--- config.mk ---
export PLATFORM = sky130hd
export DESIGN_NAME = stream_parity_accumulator
export DESIGN_NICKNAME = d
export VERILOG_FILES = /design/src/rtl/stream_parity_accumulator.sv
export SDC_FILE = /design/constraint.sdc
export NUM_CORES = 1
export LEC_CHECK = 0
export CAP_MARGIN = 15
export CORE_MARGIN = 5
export CORE_UTILIZATION = 46
export CTS_CLUSTER_SIZE = 8
export DETAILED_ROUTE_END_ITERATION = 12
export PLACE_DENSITY = 0.83
export SETUP_SLACK_MARGIN = 0.15
export SLEW_MARGIN = 10
export SYNTH_ARGS = -nofsm -noshare
export SYNTH_HDL_FRONTEND = slang
export SYNTH_SLANG_ARGS = --single-unit
--- constraint.sdc ---
create_clock -name clk -period 1.6 [get_ports clk]
set_input_delay 0.4 -clock clk [delete_from_list [all_inputs] [get_ports clk]]
set_output_delay 0.4 -clock clk [all_outputs]
set_load 0.01 [all_outputs]
--- src/rtl/stream_parity_accumulator.sv ---
// Streaming frame parity accumulator: XOR-reduces each word, accumulates across an
// in_last-delimited frame and publishes parity, saturating word count and check error.
module stream_parity_accumulator #(
    parameter int unsigned WIDTH       = 4,
    parameter int unsigned CNT_W       = 8,
    parameter bit          ODD_DEFAULT = 1'b0
) (
    input  logic             clk,
    input  logic             reset,
    input  logic             in_valid,
    output logic             in_ready,
    input  logic [WIDTH-1:0] in_data,
    input  logic             in_last,
    input  logic             in_odd,
    input  logic             in_chk_en,
    input  logic             in_chk,
    output logic             out_valid,
    input  logic             out_ready,
    output logic             out_parity,
    output logic [CNT_W-1:0] out_count,
    output logic             out_ovf,
    output logic             out_err
);

    typedef enum logic [0:0] {StIdle, StAccum} state_e;

    localparam logic [CNT_W-1:0] CntMax = {CNT_W{1'b1}};

    state_e           state_q, state_d;
    logic             acc_q, acc_d;
    logic [CNT_W-1:0] cnt_q, cnt_d;
    logic             ovf_q, ovf_d;
    logic             mode_q, mode_d;

    logic             valid_q, valid_d;
    logic             parity_q, parity_d;
    logic [CNT_W-1:0] count_q, count_d;
    logic             oovf_q, oovf_d;
    logic             err_q, err_d;

    logic             accept;
    logic             word_par;
    logic             acc_next;
    logic [CNT_W-1:0] cnt_next;
    logic             ovf_next;
    logic             mode_eff;
    logic             par_next;

    assign in_ready   = !valid_q || out_ready;
    assign accept     = in_valid && in_ready;
    assign word_par   = ^in_data;

    assign out_valid  = valid_q;
    assign out_parity = parity_q;
    assign out_count  = count_q;
    assign out_ovf    = oovf_q;
    assign out_err    = err_q;

    always_comb begin
        state_d  = state_q;
        acc_d    = acc_q;
        cnt_d    = cnt_q;
        ovf_d    = ovf_q;
        mode_d   = mode_q;
        valid_d  = valid_q;
        parity_d = parity_q;
        count_d  = count_q;
        oovf_d   = oovf_q;
        err_d    = err_q;

        // First word of a frame starts from a clean accumulator and takes in_odd directly.
        if (state_q == StAccum) begin
            acc_next = acc_q ^ word_par;
            cnt_next = (cnt_q == CntMax) ? cnt_q : cnt_q + CNT_W'(1);
            ovf_next = ovf_q | (cnt_q == CntMax);
            mode_eff = mode_q;
        end else begin
            acc_next = word_par;
            cnt_next = CNT_W'(1);
            ovf_next = 1'b0;
            mode_eff = in_odd;
        end
        par_next = acc_next ^ mode_eff;

        if (accept) begin
            if (state_q == StIdle) begin
                mode_d = in_odd;
            end
            if (in_last) begin
                state_d  = StIdle;
                acc_d    = 1'b0;
                cnt_d    = '0;
                ovf_d    = 1'b0;
                valid_d  = 1'b1;
                parity_d = par_next;
                count_d  = cnt_next;
                oovf_d   = ovf_next;
                err_d    = in_chk_en & (par_next != in_chk);
            end else begin
                state_d = StAccum;
                acc_d   = acc_next;
                cnt_d   = cnt_next;
                ovf_d   = ovf_next;
                if (out_ready) begin
                    valid_d = 1'b0;
                end
            end
        end else if (out_ready) begin
            valid_d = 1'b0;
        end
    end

    always_ff @(posedge clk or posedge reset) begin
        if (reset) begin
            state_q  <= StIdle;
            acc_q    <= 1'b0;
            cnt_q    <= '0;
            ovf_q    <= 1'b0;
            mode_q   <= ODD_DEFAULT;
            valid_q  <= 1'b0;
            parity_q <= 1'b0;
            count_q  <= '0;
            oovf_q   <= 1'b0;
            err_q    <= 1'b0;
        end else begin
            state_q  <= state_d;
            acc_q    <= acc_d;
            cnt_q    <= cnt_d;
            ovf_q    <= ovf_d;
            mode_q   <= mode_d;
            valid_q  <= valid_d;
            parity_q <= parity_d;
            count_q  <= count_d;
            oovf_q   <= oovf_d;
            err_q    <= err_d;
        end
    end

endmodule

==> out/results.ini <==
[synth]
ys_seq_elements=24
synth_area_per_cell_um2=9.43
synth_cells=138
ys_top_cells_by_area=dfrtp_1, nand2_1, o21ai_0, a21oi_1, nor2_1
ys.flop_type=dfrtp_1
synth-edff-count=0
synthDistinctLibCells=37
ys_seq_area_frac=0.462
syn-num-nets=151
async_flop_share=1.00
synth_top_cell_area_share=0.462
netlist_top_cells_count=dfrtp_1, nand2_1, o21ai_0
synth_area_um2=1300
synth_top_area_cell=dfrtp_1
yosys_warnings=0
synth_most_common_cell=dfrtp_1

[routing]
ant_nets=0
drt-pass1-iter-count=4
drc=0
wl_per_cell_um=15.1
drt-vias-per-instance=5.69
routed_wl_um=3150
routed-via-count=1183
drt_iter0_markers=46

[critical_path]
arrival_ns=1.72
path_class=reg2reg
cpMaxStageDelayCell=dfrtp_1
cp_max_fo=5
endpoint_kind=flip-flop
path_buf_inv=1
start_kind=flip-flop
r2r_start=cnt_q[0]
critPathRequiredTime_ns=1.84
rr_worst_depth=6
ff2ff_setup_slack_ns=0.12
r2r-end=out_count[2]
path_cells=ha_2 > nand4_1 > buf_4 > nor2_4 > nor2_1 > o31ai_1
cp_top_family=simple AND/OR/NAND/NOR gates
slowest_delay_ns=0.38

[timing]
setup_slack_ns=0.121
rsz0062_at_grt=yes
timing.final.crit_share=0.924
setup_viol=0
fmax_ghz=0.676
slew_headroom=0.760
slew_viol_final=0
hold_viol=0
tightest_slew_ns=0.360
finalWorstPathRequiredPeriod_ns=1.48
clock_skew_ns=0.00332

[pwr]
ir_drop_mv=0.644
p_total_w=0.00145
powerDensity_nw_per_um2=825
leakage_nw=0.824

[global_routing]
grt.total_usage=0.168
grt_pass1_wl_um=5550
grt_pass1_vias=1170
grt_max_degree=25
overflow=0
grt_antenna_before_repair=0

[outcome]
outcome=finished, final reports clean

[layout]
layout-drive-gt1-share=0.237
antennaDiodeCount=0
final_nets=192
area_growth_syn_to_layout_pct=35.3

[die]
rows=19
coreArea_um2=2730
ios=25
die_x_um=63.2
die_area_um2=3990
die_y_um=63.2
start_util=0.476

[clock_network]
path_clk_slew_ns=0.13
clk_latency_ns=0.32
ctsRootBufferMaster=clkbuf_4
cts.htree.levels=1
cts.sinks=24
clockBufferDepth=2
numCtsBuffers=3
cts_tree=yes

[placement]
port-buffer-count=24
preCtsSetupSlack_ns=-0.327
dp_hpwl_um=2240
gp_congestion=0.876

[run]
max-cap-violations=0

[worst_hold_path]
hold_class=in2async

==> cells in the final DEF, fill, tap and decap left out, drive strengths merged <==
cell type	count
nand3	6
inv	1
nor3	3
o21ai	16
xnor2	4
and2	4
dlymetal6s2s	1
xor2	2
nor2b	2
o2111ai	3
a21oi	9
a211oi	1
clkbuf	3
clkdlybuf4s50	8
nand2	21
nand2b	3
a22o	3
clkdlybuf4s15	4
xor3	1
dlygate4sd2	10
or4	1
buf	21
dfrtp	24
and3	4
xnor3	1
nor2	10
nor4	1
o21a	1
o31ai	2
nand4	2
ha	1
mux2i	2
mux2	1
a31oi	1
==> final cells by class <==
| class | instances | area (um^2) |
|---|---|---|
| Sequential cell | 24 | 602 |
| Tap cell | 31 | 38.8 |
| Timing Repair Buffer | 44 | 385 |
| Multi-Input combinational cell | 105 | 708 |
| Fill cell | 229 | 973 |
| Clock buffer | 3 | 22.5 |
| Inverter | 1 | 3.75 |
==> state kept, by name, summed over array words and instances, names as in the netlist <==
| name | count |
|---|---|
| acc_q | 1 |
| out_err | 1 |
| out_valid | 1 |
| out_count | 8 |
| cnt_q | 8 |
| out_parity | 1 |
| mode_q | 1 |
| out_ovf | 1 |
| state_q | 1 |
| ovf_q | 1 |
==> tightest hold or removal path: stages <==
cell             delay, ns
clkdlybuf4s50_1       0.40
inv_1                 0.05
buf_4                 0.30
==> report_power, final <==
group	leakage, nW	internal [W]	total (W)	switching, W
Combinational	0.495	0.000241	0.000458	0.000217
Clock	0.0138	0.0000885	0.000277	0.000189
Sequential	0.316	0.000674	0.000717	0.0000423
==> kinds of logic after synthesis <==
group / count (synthesis) / share of synthesized area
buffers and inverters: 9 / 0.0385
AO/OA/AOI/OAI: 36 / 0.176
flip-flops: 24 / 0.462
adder cells (fa/ha/maj): 1 / 0.00961
multiplexers: 3 / 0.0240
XOR/XNOR: 8 / 0.0817
AND/OR/NAND/NOR: 57 / 0.209
==> timing repair <==
item,in CTS,in global routing
hold buffers,0,0
setup buffers,1,4
pin swaps,6,6
endpoints found under the setup margin,21,23
resized for setup,27,14
==> metal layers <==
layer	GRT usage	vias up	routed length [um]
met5	0	-	0
met4	0.0675	0	54
met3	0.0284	5	192
met2	0.278	38	1530
met1	0.217	575	1370
li1	-	565	-
==> stage by stage <==
step	TNS [ns]	hold slack, ns	std cells	util	area, um^2
global route	-0.0127	0.440	208	0.644	1760
floorplan	0	0.415	138	-	1310
finish	0	0.409	208	0.644	1760
detailed placement	-3.74	0.461	200	0.603	1650
global placement	-3.71	0.454	200	0.603	1650
CTS	0	0.423	204	0.619	1690
==> how the worst max path moves through the flow <==
stage / slack [ns] / depth (start not counted) / startpoint / to
after floorplan: 0.02 / 6 / cnt_q[0] / cnt_q[3]
after global placement: -0.34 / 3 / out_ready / in_ready
after detailed placement: -0.33 / 3 / out_ready / in_ready
after CTS: 0.11 / 5 / cnt_q[0] / cnt_q[3]
after global routing: -0.01 / 6 / cnt_q[1] / out_count[2]
final: 0.12 / 6 / cnt_q[0] / out_count[2]
(Power assumes the default switching activity.)
